[src/rtl/fp32_accumulator_if.sv]
// Operand-in / sum-out handshake bundle for the FP32 accumulator.
// The producer/consumer side uses master, the accumulator uses slave.
interface fp32_accumulator_if #(
  parameter int CNT_W = 10
);
  logic             in_valid;
  logic             in_ready;
  logic [31:0]      in_data;
  logic             in_last;
  logic             out_valid;
  logic             out_ready;
  logic [31:0]      out_data;
  logic [CNT_W-1:0] out_count;

  modport master (
    output in_valid, in_data, in_last, out_ready,
    input  in_ready, out_valid, out_data, out_count
  );

  modport slave (
    input  in_valid, in_data, in_last, out_ready,
    output in_ready, out_valid, out_data, out_count
  );
endinterface

[src/rtl/fp32_accumulator.sv]
// Multi-cycle FP32 accumulator: sums a group of products (truncating, no denormals)
// and presents the group total with its term count over a valid/ready handshake.
module fp32_accumulator #(
  parameter int CNT_W = 10
) (
  input logic               clk,
  input logic               reset,
  fp32_accumulator_if.slave bus
);

  typedef enum logic [2:0] {WAIT, ALIGN, ADD, NORM, DONE} state_t;

  state_t           state;
  logic [31:0]      acc;
  logic [31:0]      b_reg;
  logic             last_reg;
  logic [CNT_W-1:0] count;
  logic [26:0]      x_mant;
  logic [26:0]      y_mant;
  logic [7:0]       big_exp;
  logic             big_sign;
  logic             sub_op;
  logic [27:0]      sum_reg;
  logic             out_valid_r;
  logic [31:0]      out_data_r;
  logic [CNT_W-1:0] out_count_r;

  assign bus.in_ready  = (state == WAIT);
  assign bus.out_valid = out_valid_r;
  assign bus.out_data  = out_data_r;
  assign bus.out_count = out_count_r;

  // Returns the leading-zero count of a 27-bit magnitude (27 when zero).
  function automatic logic [4:0] lzc27(input logic [26:0] v);
    lzc27 = 5'd27;
    for (int i = 0; i < 27; i++)
      if (v[i]) lzc27 = 5'(26 - i);
  endfunction

  // Alignment: zero-exponent operands count as magnitude zero so they never become X.
  logic        a_zero, b_zero, a_big;
  logic [30:0] a_key, b_key;
  logic [31:0] x_op, y_op;
  logic [26:0] x_m, y_m, y_shift;
  logic [7:0]  exp_diff;

  always_comb begin
    a_zero   = (acc[30:23] == 8'd0);
    b_zero   = (b_reg[30:23] == 8'd0);
    a_key    = a_zero ? 31'd0 : acc[30:0];
    b_key    = b_zero ? 31'd0 : b_reg[30:0];
    a_big    = (a_key >= b_key);
    x_op     = a_big ? acc : b_reg;
    y_op     = a_big ? b_reg : acc;
    x_m      = ((a_big ? a_zero : b_zero)) ? 27'd0 : {1'b1, x_op[22:0], 3'b000};
    y_m      = ((a_big ? b_zero : a_zero)) ? 27'd0 : {1'b1, y_op[22:0], 3'b000};
    exp_diff = x_op[30:23] - y_op[30:23];
    y_shift  = (exp_diff >= 8'd27) ? 27'd0 : (y_m >> exp_diff);
  end

  // Normalisation works in a 10-bit signed-style exponent so under/overflow are visible.
  logic [4:0]  lzc;
  logic [9:0]  exp_n;
  logic [22:0] man_n;
  logic [31:0] norm_result;

  always_comb begin
    lzc         = lzc27(sum_reg[26:0]);
    exp_n       = 10'd0;
    man_n       = 23'd0;
    norm_result = 32'h0;
    if (sum_reg[27]) begin
      exp_n = {2'b00, big_exp} + 10'd1;
      man_n = sum_reg[26:4];
    end else begin
      exp_n = {2'b00, big_exp} - {5'd0, lzc};
      man_n = 23'((sum_reg[25:0] << lzc) >> 3);
    end
    if (sum_reg == 28'd0 || exp_n[9] || exp_n == 10'd0)
      norm_result = 32'h0;
    else if (exp_n > 10'd254)
      norm_result = {big_sign, 31'h7F7FFFFF};
    else
      norm_result = {big_sign, exp_n[7:0], man_n};
  end

  always_ff @(posedge clk) begin
    if (reset) begin
      state       <= WAIT;
      acc         <= 32'h0;
      b_reg       <= 32'h0;
      last_reg    <= 1'b0;
      count       <= '0;
      x_mant      <= 27'd0;
      y_mant      <= 27'd0;
      big_exp     <= 8'd0;
      big_sign    <= 1'b0;
      sub_op      <= 1'b0;
      sum_reg     <= 28'd0;
      out_valid_r <= 1'b0;
      out_data_r  <= 32'h0;
      out_count_r <= '0;
    end else begin
      case (state)
        WAIT: begin
          if (bus.in_valid) begin
            b_reg    <= bus.in_data;
            last_reg <= bus.in_last;
            count    <= (count == {CNT_W{1'b1}}) ? count : count + 1'b1;
            state    <= ALIGN;
          end
        end
        ALIGN: begin
          x_mant   <= x_m;
          y_mant   <= y_shift;
          big_exp  <= x_op[30:23];
          big_sign <= x_op[31];
          sub_op   <= x_op[31] ^ y_op[31];
          state    <= ADD;
        end
        ADD: begin
          sum_reg <= sub_op ? ({1'b0, x_mant} - {1'b0, y_mant})
                            : ({1'b0, x_mant} + {1'b0, y_mant});
          state   <= NORM;
        end
        NORM: begin
          acc <= norm_result;
          if (last_reg) begin
            out_data_r  <= norm_result;
            out_count_r <= count;
            out_valid_r <= 1'b1;
            state       <= DONE;
          end else begin
            state <= WAIT;
          end
        end
        DONE: begin
          if (bus.out_ready) begin
            out_valid_r <= 1'b0;
            acc         <= 32'h0;
            count       <= '0;
            state       <= WAIT;
          end
        end
        default: state <= WAIT;
      endcase
    end
  end

endmodule

[src/flat_wrapper.sv]
// flat-port wrapper written by rule: the top's interface ports become plain ports
module fp32_accumulator_flat 
#(
  parameter int CNT_W = 10
)
  (clk, reset, bus_in_valid, bus_in_data, bus_in_last, bus_out_ready, bus_in_ready, bus_out_valid, bus_out_data, bus_out_count);
  fp32_accumulator_if #(.CNT_W(CNT_W)) bus_i ();
  input logic clk;
  input logic reset;
  input wire logic [$bits(bus_i.in_valid)-1:0] bus_in_valid;
  input wire logic [$bits(bus_i.in_data)-1:0] bus_in_data;
  input wire logic [$bits(bus_i.in_last)-1:0] bus_in_last;
  input wire logic [$bits(bus_i.out_ready)-1:0] bus_out_ready;
  output wire logic [$bits(bus_i.in_ready)-1:0] bus_in_ready;
  output wire logic [$bits(bus_i.out_valid)-1:0] bus_out_valid;
  output wire logic [$bits(bus_i.out_data)-1:0] bus_out_data;
  output wire logic [$bits(bus_i.out_count)-1:0] bus_out_count;
  assign bus_i.in_valid = bus_in_valid;
  assign bus_i.in_data = bus_in_data;
  assign bus_i.in_last = bus_in_last;
  assign bus_i.out_ready = bus_out_ready;
  assign bus_in_ready = bus_i.in_ready;
  assign bus_out_valid = bus_i.out_valid;
  assign bus_out_data = bus_i.out_data;
  assign bus_out_count = bus_i.out_count;
  fp32_accumulator #(.CNT_W(CNT_W)) u_core (.clk(clk), .reset(reset), .bus(bus_i));
endmodule
[config.mk]
export PLATFORM = sky130hd
export DESIGN_NAME = fp32_accumulator_flat
export DESIGN_NICKNAME = d
export VERILOG_FILES = /design/src/rtl/fp32_accumulator_if.sv /design/src/rtl/fp32_accumulator.sv /design/src/flat_wrapper.sv
export SDC_FILE = /design/constraint.sdc
export NUM_CORES = 1
export LEC_CHECK = 0
export BUFFER_PORTS_ARGS = -buffer_cell sky130_fd_sc_hd__buf_2
export CORE_ASPECT_RATIO = 1.2
export CORE_MARGIN = 8
export CORE_UTILIZATION = 50
export CTS_CLUSTER_SIZE = 14
export DETAILED_ROUTE_END_ITERATION = 8
export MAX_ROUTING_LAYER = met4
export PLACE_DENSITY = 0.67
export SYNTH_ARGS = -nofsm -noshare
export SYNTH_HDL_FRONTEND = slang
export SYNTH_SLANG_ARGS = --single-unit
[constraint.sdc]
create_clock -name clk -period 9.3 [get_ports clk]
set_clock_uncertainty 0.05 [all_clocks]
set_input_delay 1.86 -clock clk [delete_from_list [all_inputs] [get_ports clk]]
set_output_delay 1.86 -clock clk [all_outputs]
set_load 0.02 [all_outputs]
==> flow_summary.ini, run 1 <==
[drt]
vias_per_cell = 6.23
ant_nets = 0
drc = 0
drt-initial-drc-count = 1302
wl_per_cell_um = 21.0
vias = 14751
wirelength_um = 49800
firstDrtPassIters = 6

[timing]
grt_setup_unrepaired = false
worst_pin_slew_ns = 1.27
finalMaxSlewViolations = 0
fin_setup_tns_ns = 0
clock.fmax_mhz = 152
final.min_clock_period_ns = 6.59
fin_ws_ns = 2.71
slew_headroom = 0.148
period_share = 0.709
hold_violations = 0
setup_violations = 0

[yosys]
netlist.area_leader.share = 0.277
syn_nets = 2077
synth_most_common_cell = nand2_1
synth-warning-count = 0
synth_compound_area_frac = 0.221
synthTopCellsByArea = dfxtp_1 (28%), mux2i_1 (10%), nand2_1 (7.5%)
synth_common_cells = nand2_1 (301), dfxtp_1 (210), nor2_1 (173)
synth_xor_area_frac = 0.0404
synth-async-reset-ratio = 0
synth_edf_count = 0
synth-main-ff-cell = dfxtp_1
yosysTopAreaCell = dfxtp_1
syn_inst = 1974
seq_area_frac_synth = 0.277
synthDistinctLibCells = 88
yosys_register_bits = 210
synth_top_family_by_area = simple AND/OR/NAND/NOR gates
syn_area_um2 = 15200
syn_area_per_cell_um2 = 7.68
synthAdderAreaFrac = 0.0563
yosys.area_share.simple = 0.230
synth_mux_area_frac = 0.128

[clock_network]
root_buffer = clkbuf_16
clk_pin_slew_worst_paths_ns = 0.07
clockBufferDepth = 3
cts_buffers = 23
cts_tree = built
cts_setup_buffers = 0
htree_levels = 1
cts_resized = 0
clk_latency_ns = 0.55
postCtsHoldBufs = 0
cts_sinks = 210

[cells_and_area]
final_area_um2 = 16500
utilization = 0.548
fin_nets = 2059
layout-drive-gt1-share = 0.102
layout.cells.non_filler = 2368
fillers = 2936
area_growth_pct = 8.95
diodes = 0
multi_input_area_um2 = 10300
seqCellArea_um2 = 4200

[power]
p_leak_nw = 6.35
vdd_drop_max_uv = 242
power_density_nw_per_um2 = 260

[min_path]
hold_path_depth = 2
hold_path.class = flop to flop

[run]
drv_cap = 0

[global_routing]
grt_pass1_vias = 13867
grt_first_pass_wirelength_um = 78600
grt_max_degree = 148
grt_use_total = 0.277
antenna_found_initial = 0
grt_overflow = 0

[critical_path]
cpMaxStageDelayCell = nor3_2
crit_cells = 19
path_class = flop to flop
worstRegToRegCells = 19
critPathLaunchType = flop
end_kind = flop
crit_buf_inv = 0
critPathTopFamily = compound AO/OA/AOI/OAI gates
critPathRequiredTime_ns = 9.70
crit_chain = nor4_1, nand2_1, and2_1, ha_1, a211oi_1, nor2_1, a2111oi_4, o211ai_2, o2bb2ai_4, mux2i_1, ha_1, a221oi_1, o21ai_1, o211ai_2, a211oi_1, o32a_1, nor3_2, o2111ai_2, o31ai_1
arrival_ns = 6.99
cp_slowest_stage_delay_ns = 0.84
path_max_fanout = 24

[placed_design]
placed_cells = 2327
dp_hpwl_um = 37400
place_congestion = 1.00
dp_slack_ns = 2.81
io_buffers = 80
placed_area_um2 = 15700

[floorplan]
io_pins = 81
die_w_um = 175
die-area_um2 = 36200
coreArea_um2 = 30100
die_y_um = 207
std_cell_rows = 70
start_util = 0.503

[run_status]
outcome = completed
## tightest hold or removal path: stages, from the launching register on
cell	delay, ns
dfxtp_1	0.31
nand2_1	0.05
nand2_1	0.04
## cell families after synthesis
family                     Yosys count
and+or+nand+nor                    756
AOI/OAI and AO/OA                  506
DFF                                210
muxes                              184
buffers and inverters              181
xor gates and xnor gates            69
adders and majority gates           68
## report_power, final
| group | total, W | switching [W] | internal (W) |
|---|---|---|---|
| Clock | 0.00101 | 0.000406 | 0.000608 |
| Combinational | 0.00224 | 0.00148 | 0.000764 |
| Sequential | 0.00104 | 0.0000952 | 0.000949 |
| Total | 0.00430 | 0.00198 | 0.00232 |
## layout by cell type (no fill, tap or decap), drive strengths merged, types with 16 or more instances in the layout
master,netlist,routed
xnor2,53,53
dfxtp,210,210
nand4,23,23
mux2i,155,155
nor2b,40,40
nor2,174,174
inv,36,38
buf,31,101
nor3,65,65
a211oi,30,30
ha,65,65
a311oi,26,26
nand3,37,37
xor2,16,16
nor4,18,18
a21oi,170,170
nand2,301,301
a22oi,17,17
and2,34,34
o211ai,23,23
mux2,24,24
clkbuf,113,29
o21ai,99,99
## path summary, 6_finish.rpt
| kind | start | end | slack (ns) |
|---|---|---|---|
| setup / recovery | u_core.acc[23]$_SDFFE_PP0P_ | u_core.y_mant[10]$_SDFFE_PP0P_ | 2.71 |
| hold reg to reg | u_core.bus.out_data[2]$_SDFFE_PP0P_ | u_core.bus.out_data[2]$_SDFFE_PP0P_ | 0.40 |
| hold / removal | u_core.bus.out_data[2]$_SDFFE_PP0P_ | u_core.bus.out_data[2]$_SDFFE_PP0P_ | 0.40 |
| setup reg to reg | u_core.acc[23]$_SDFFE_PP0P_ | u_core.y_mant[10]$_SDFFE_PP0P_ | 2.71 |
## per-layer routing
metal,GRT usage,vias to the layer above,wire [µm]
li1,-,7066,-
met1,0.336,6968,20800
met2,0.467,578,24000
met3,0.0246,139,2690
met4,0.124,0,2280
met5,-,-,0
## final cells by class
cell class / instances / area share
clock buffers: 29 / 0.0392
well taps: 396 / 0.0300
multi-input cells: 1583 / 0.622
flip-flops and latches: 210 / 0.255
repair buffers: 101 / 0.0347
inverters: 37 / 0.00841
clock inverters: 12 / 0.0110
## through the flow
stage | total power [W] | hold slack, ns
after CTS | 0.00426 | 0.404
final | 0.00430 | 0.397
after global placement | 0.00322 | 0.380
after floorplan | 0.00265 | 0.395
after detailed placement | 0.00324 | 0.389
after global routing | 0.00451 | 0.423
No activity file was read; power rests on OpenSTA's default activity.
==> run 2: changes to the inputs <==
Settings changed: PLACE_DENSITY 0.67 to 0.7.
Clock period 9.3 ns to 5.51 ns, I/O delays scaled along.
==> flow_summary.ini, run 2 (synthesis results as in run 1) <==
[critical_path]
worstRegToRegCells = 18
timing.rr.start = u_core.acc[28]$_SDFFE_PP0P_
critical_path.startpoint = u_core.acc[28]$_SDFFE_PP0P_
cp_slowest_stage_delay_ns = 0.43
path_class = flop to flop
critPathTopFamily = simple AND/OR/NAND/NOR gates
critPathLaunchType = flop
cp_common_cell = nor3_2
end_kind = flop
path_max_fanout = 95
crit_chain = nor4_2, nand2_1, buf_4, and2_1, ha_1, nand4_1, nor3_2, a2111oi_4, o211ai_2, o2bb2ai_4, buf_12, mux2_2, a211oi_1, nor3_2, nor3_2, buf_4, nand4_1, o31ai_1
crit_cells = 18
arrival_ns = 5.54
crit_buf_inv = 3
critPathRequiredTime_ns = 5.90
cpMaxStageDelayCell = a2111oi_4

[global_routing]
antenna_found_initial = 0
grt_first_pass_wirelength_um = 79800
grt_pass1_vias = 14065
grt_use_total = 0.284
grt_overflow = 0
grt_max_degree = 96

[drt]
ant_nets = 0
firstDrtPassIters = 5
wirelength_um = 51300
drc = 0
drt-initial-drc-count = 1126
vias = 14869
vias_per_cell = 6.17
wl_per_cell_um = 21.3

[clock_network]
clk_pin_slew_worst_paths_ns = 0.07
cts_buffers = 23
clockBufferDepth = 3
root_buffer = clkbuf_16
postCtsHoldBufs = 0
cts_sinks = 210
clk_latency_ns = 0.54
cts_tree = built
htree_levels = 1

[timing]
slew_headroom = 0.184
worst_pin_slew_ns = 1.22
clock.fmax_mhz = 194
setup_violations = 0
period_share = 0.935
final.min_clock_period_ns = 5.15
finalMaxSlewViolations = 0
hold_violations = 0

[power]
power_density_nw_per_um2 = 439
finalPower_w = 0.00740
p_leak_nw = 6.57
vdd_drop_max_uv = 275

[placed_design]
dp_hpwl_um = 39400
place_congestion = 0.968
io_buffers = 80

[cells_and_area]
layout_commonest_cell = nand2_1
diodes = 0
layout-drive-gt1-share = 0.122
fillers = 2898
area_growth_pct = 11.2
utilization = 0.559
mostFrequentLayoutCells = nand2_1 (301), dfxtp_1 (210), nor2_1 (172)
fin_nets = 2101

[run]
drv_cap = 0

[floorplan]
std_cell_rows = 70
coreArea_um2 = 30100
die-area_um2 = 36200
io_pins = 81
die_w_um = 175
start_util = 0.503
die_y_um = 207

[min_path]
hold_path.class = flop to flop
worstHoldStart = u_core.bus.out_data[14]$_SDFFE_PP0P_
hold_path_depth = 2

[run_status]
outcome = completed
run 2: worst reg2reg max path, stage by stage, from the launching register on:
cell and delay, ns:
dfxtp_1 0.38, nor4_2 0.41, nand2_1 0.18, buf_4 0.24, and2_1 0.20, ha_1 0.34, nand4_1 0.13, nor3_2 0.07
a2111oi_4 0.43, o211ai_2 0.15, o2bb2ai_4 0.20, buf_12 0.38, mux2_2 0.50, a211oi_1 0.35, nor3_2 0.14, nor3_2 0.27
buf_4 0.24, nand4_1 0.15, o31ai_1 0.27
run 2: final timing paths:
path	slack, ns	to
max	0.36	u_core.y_mant[26]$_SDFFE_PP0P_
min	0.40	u_core.bus.out_data[14]$_SDFFE_PP0P_
max reg2reg	0.36	u_core.y_mant[26]$_SDFFE_PP0P_
min reg2reg	0.40	u_core.bus.out_data[14]$_SDFFE_PP0P_
run 2: per-layer routing:
layer  global-route usage  vias to the layer above  routed length (µm)
li1                     -                     7161                   -
met1                0.347                     7101               22000
met2                0.460                      479               23900
met3               0.0366                      128                2800
met4                0.141                        0                2640
met5                    -                        -                   0
run 2: power breakdown:
group	internal [W]	switching (W)
clock	0.000995	0.000665
sequential	0.00160	0.000148
combinational	0.00141	0.00258
run 2: through the flow:
stage	setup slack, ns	hold WS [ns]	instance area (µm²)	instances	TNS (ns)
6_report	0.357	0.399	16900	2410	0
5_1_grt	-0.00964	0.425	16900	2410	-0.0214
4_1_cts	0.197	0.402	16800	2410	0
3_5_place_dp	0.227	0.387	16000	2369	0
3_3_place_gp	0.269	0.382	16000	2369	0
2_1_floorplan	0.0742	0.395	15200	1974	0
run 2: final cells by class:
type                            count  area, µm²  share of cell area
Inverter                           37        139             0.00824
Clock inverter                     11        153             0.00906
Clock buffer                       30        662              0.0393
Timing Repair Buffer              143        901              0.0534
Multi-Input combinational cell   1583      10300               0.611
Tap cell                          396        495              0.0294
Sequential cell                   210       4200               0.249
run 2: repair_timing:
action	4_1_cts	5_1_grt
resized for setup	0	3
buffers inserted	0	0
endpoints found under the setup margin	0	21
hold endpoints to repair	0	0
==> run 3: changes to the inputs <==
Settings changed: BUFFER_PORTS_ARGS -buffer_cell sky130_fd_sc_hd__buf_2 to default, DONT_BUFFER_PORTS from default to 1, PLACE_DENSITY 0.7 to 0.68.
==> flow_summary.ini, run 3 (synthesis results as in run 1) <==
[power]
vdd_drop_max_uv = 341
intPower_w = 0.00407
p_sw_frac = 0.451
combPwrFrac = 0.529
pwr-share-seq = 0.236
power_density_nw_per_um2 = 451
p_sw_w = 0.00335
pwr-share-clk = 0.235
p_leak_nw = 6.16

[placed_design]
dp_hpwl_um = 38500
placed_cells = 2280
io_buffers = 0
place_congestion = 0.945

[cells_and_area]
area_growth_pct = 8.72
layout.cells.non_filler = 2325
mostFrequentLayoutCells = nand2_1 (301), dfxtp_1 (209), nor2_1 (172)
seqCellArea_um2 = 4210
diodes = 0
fillers = 2919
layout_commonest_cell = nand2_1
layout-drive-gt1-share = 0.0840
fin_nets = 2015
multi_input_area_um2 = 10300

[clock_network]
root_buffer = clkbuf_16
cts_sinks = 210
clockBufferDepth = 3
postCtsHoldBufs = 0
clk_latency_ns = 0.55
clk_pin_slew_worst_paths_ns = 0.06
htree_levels = 1
cts_tree = built
cts_buffers = 24

[drt]
ant_nets = 0
wl_per_cell_um = 21.9
drt-initial-drc-count = 1113
vias = 14578
firstDrtPassIters = 6
drc = 0
wirelength_um = 51000
vias_per_cell = 6.27

[critical_path]
critPathRequiredTime_ns = 5.90
path_class = flop to flop
cp_slowest_stage_delay_ns = 0.41
cpMaxStageDelayCell = mux2_2
end_kind = flop
path_max_fanout = 95
crit_chain = nor4_2, nand2_1, buf_4, and2_1, ha_1, a211oi_1, nor2_1, a2111oi_4, o211ai_2, o2bb2ai_4, buf_16, mux2_2, a211oi_1, nor3_2, nor3_4, buf_4, nand2_1, a221oi_1
arrival_ns = 5.54
critPathLaunchType = flop

[run_status]
outcome = completed

[floorplan]
io_pins = 81
start_util = 0.503
die_w_um = 175
die-area_um2 = 36200
std_cell_rows = 70
die_y_um = 207
coreArea_um2 = 30100

[timing]
hold_violations = 0
slew_headroom = 0.104
setup_violations = 0
grt_setup_unrepaired = false
period_share = 0.936
fin_setup_tns_ns = 0
clock.fmax_mhz = 194
finalMaxSlewViolations = 0
final.min_clock_period_ns = 5.16
worst_pin_slew_ns = 1.34

[global_routing]
antenna_found_initial = 0
grt_overflow = 0
grt_use_total = 0.282
grt_first_pass_wirelength_um = 79000
grt_pass1_vias = 13817
grt_max_degree = 150

[run]
drv_cap = 0

[min_path]
hold_path.class = flop to flop
[run 3: cell type report]
type / count / share of cell area
Tap cell: 396 / 0.0301
Multi-Input combinational cell: 1583 / 0.627
Clock buffer: 29 / 0.0382
Clock inverter: 14 / 0.0133
Inverter: 37 / 0.00843
Sequential cell: 210 / 0.255
Timing Repair Buffer: 56 / 0.0282
[run 3: repair_timing]
item / 4_1_cts / 5_1_grt
endpoints found under the hold margin: 0 / 0
endpoints found under the setup margin: 0 / 30
resized for setup: 0 / 13
buffers inserted: 0 / 2
[run 3: path summary, 6_finish.rpt]
check	from	to	slack [ns]	depth (start not counted)
worst max register to register	u_core.acc[23]$_SDFFE_PP0P_	u_core.y_mant[1]$_SDFFE_PP0P_	0.35	18
worst min register to register	u_core.y_mant[9]$_SDFFE_PP0P_	u_core.y_mant[9]$_SDFFE_PP0P_	0.42	2
worst min-delay path	u_core.y_mant[9]$_SDFFE_PP0P_	u_core.y_mant[9]$_SDFFE_PP0P_	0.42	2
worst max-delay path	u_core.acc[23]$_SDFFE_PP0P_	u_core.y_mant[1]$_SDFFE_PP0P_	0.35	18
[run 3: power groups by stage]
stage          Combinational (W)  Sequential, W  Clock, W
2_1_floorplan            0.00279        0.00169         0
3_3_place_gp             0.00380        0.00177         0
3_5_place_dp             0.00380        0.00178         0
4_1_cts                  0.00382        0.00174   0.00177
5_1_grt                  0.00421        0.00176   0.00183
6_report                 0.00393        0.00175   0.00174
[run 3: layer usage]
layer | global-route usage | wire [µm] | up-vias
met5 | - | 0 | -
met4 | 0.140 | 2650 | 0
met3 | 0.0309 | 2970 | 129
met2 | 0.468 | 24200 | 565
met1 | 0.339 | 21200 | 6888
li1 | - | - | 6996
[run 3: critical path: cells and delay by family, from the launching register on]
kind | cells | cell delay, ns
DFF | 1 | 0.37
buffers and inverters | 3 | 0.85
and+or+nand+nor | 7 | 1.35
adders and majority gates | 1 | 0.30
AOI/OAI and AO/OA | 6 | 1.70
muxes | 1 | 0.41
[run 3: stage by stage]
step                      hold WS, ns  area, µm²  setup slack [ns]  utilization  total power, W
after floorplan                 0.395      15200            0.0742            -         0.00448
after CTS                       0.427      16400           0.00300        0.544         0.00733
final                           0.422      16500             0.353        0.547         0.00743
after global placement          0.417      15500             0.112        0.516         0.00557
after global routing            0.443      16500           0.00480        0.547         0.00780
after detailed placement        0.419      15500            0.0288        0.516         0.00558
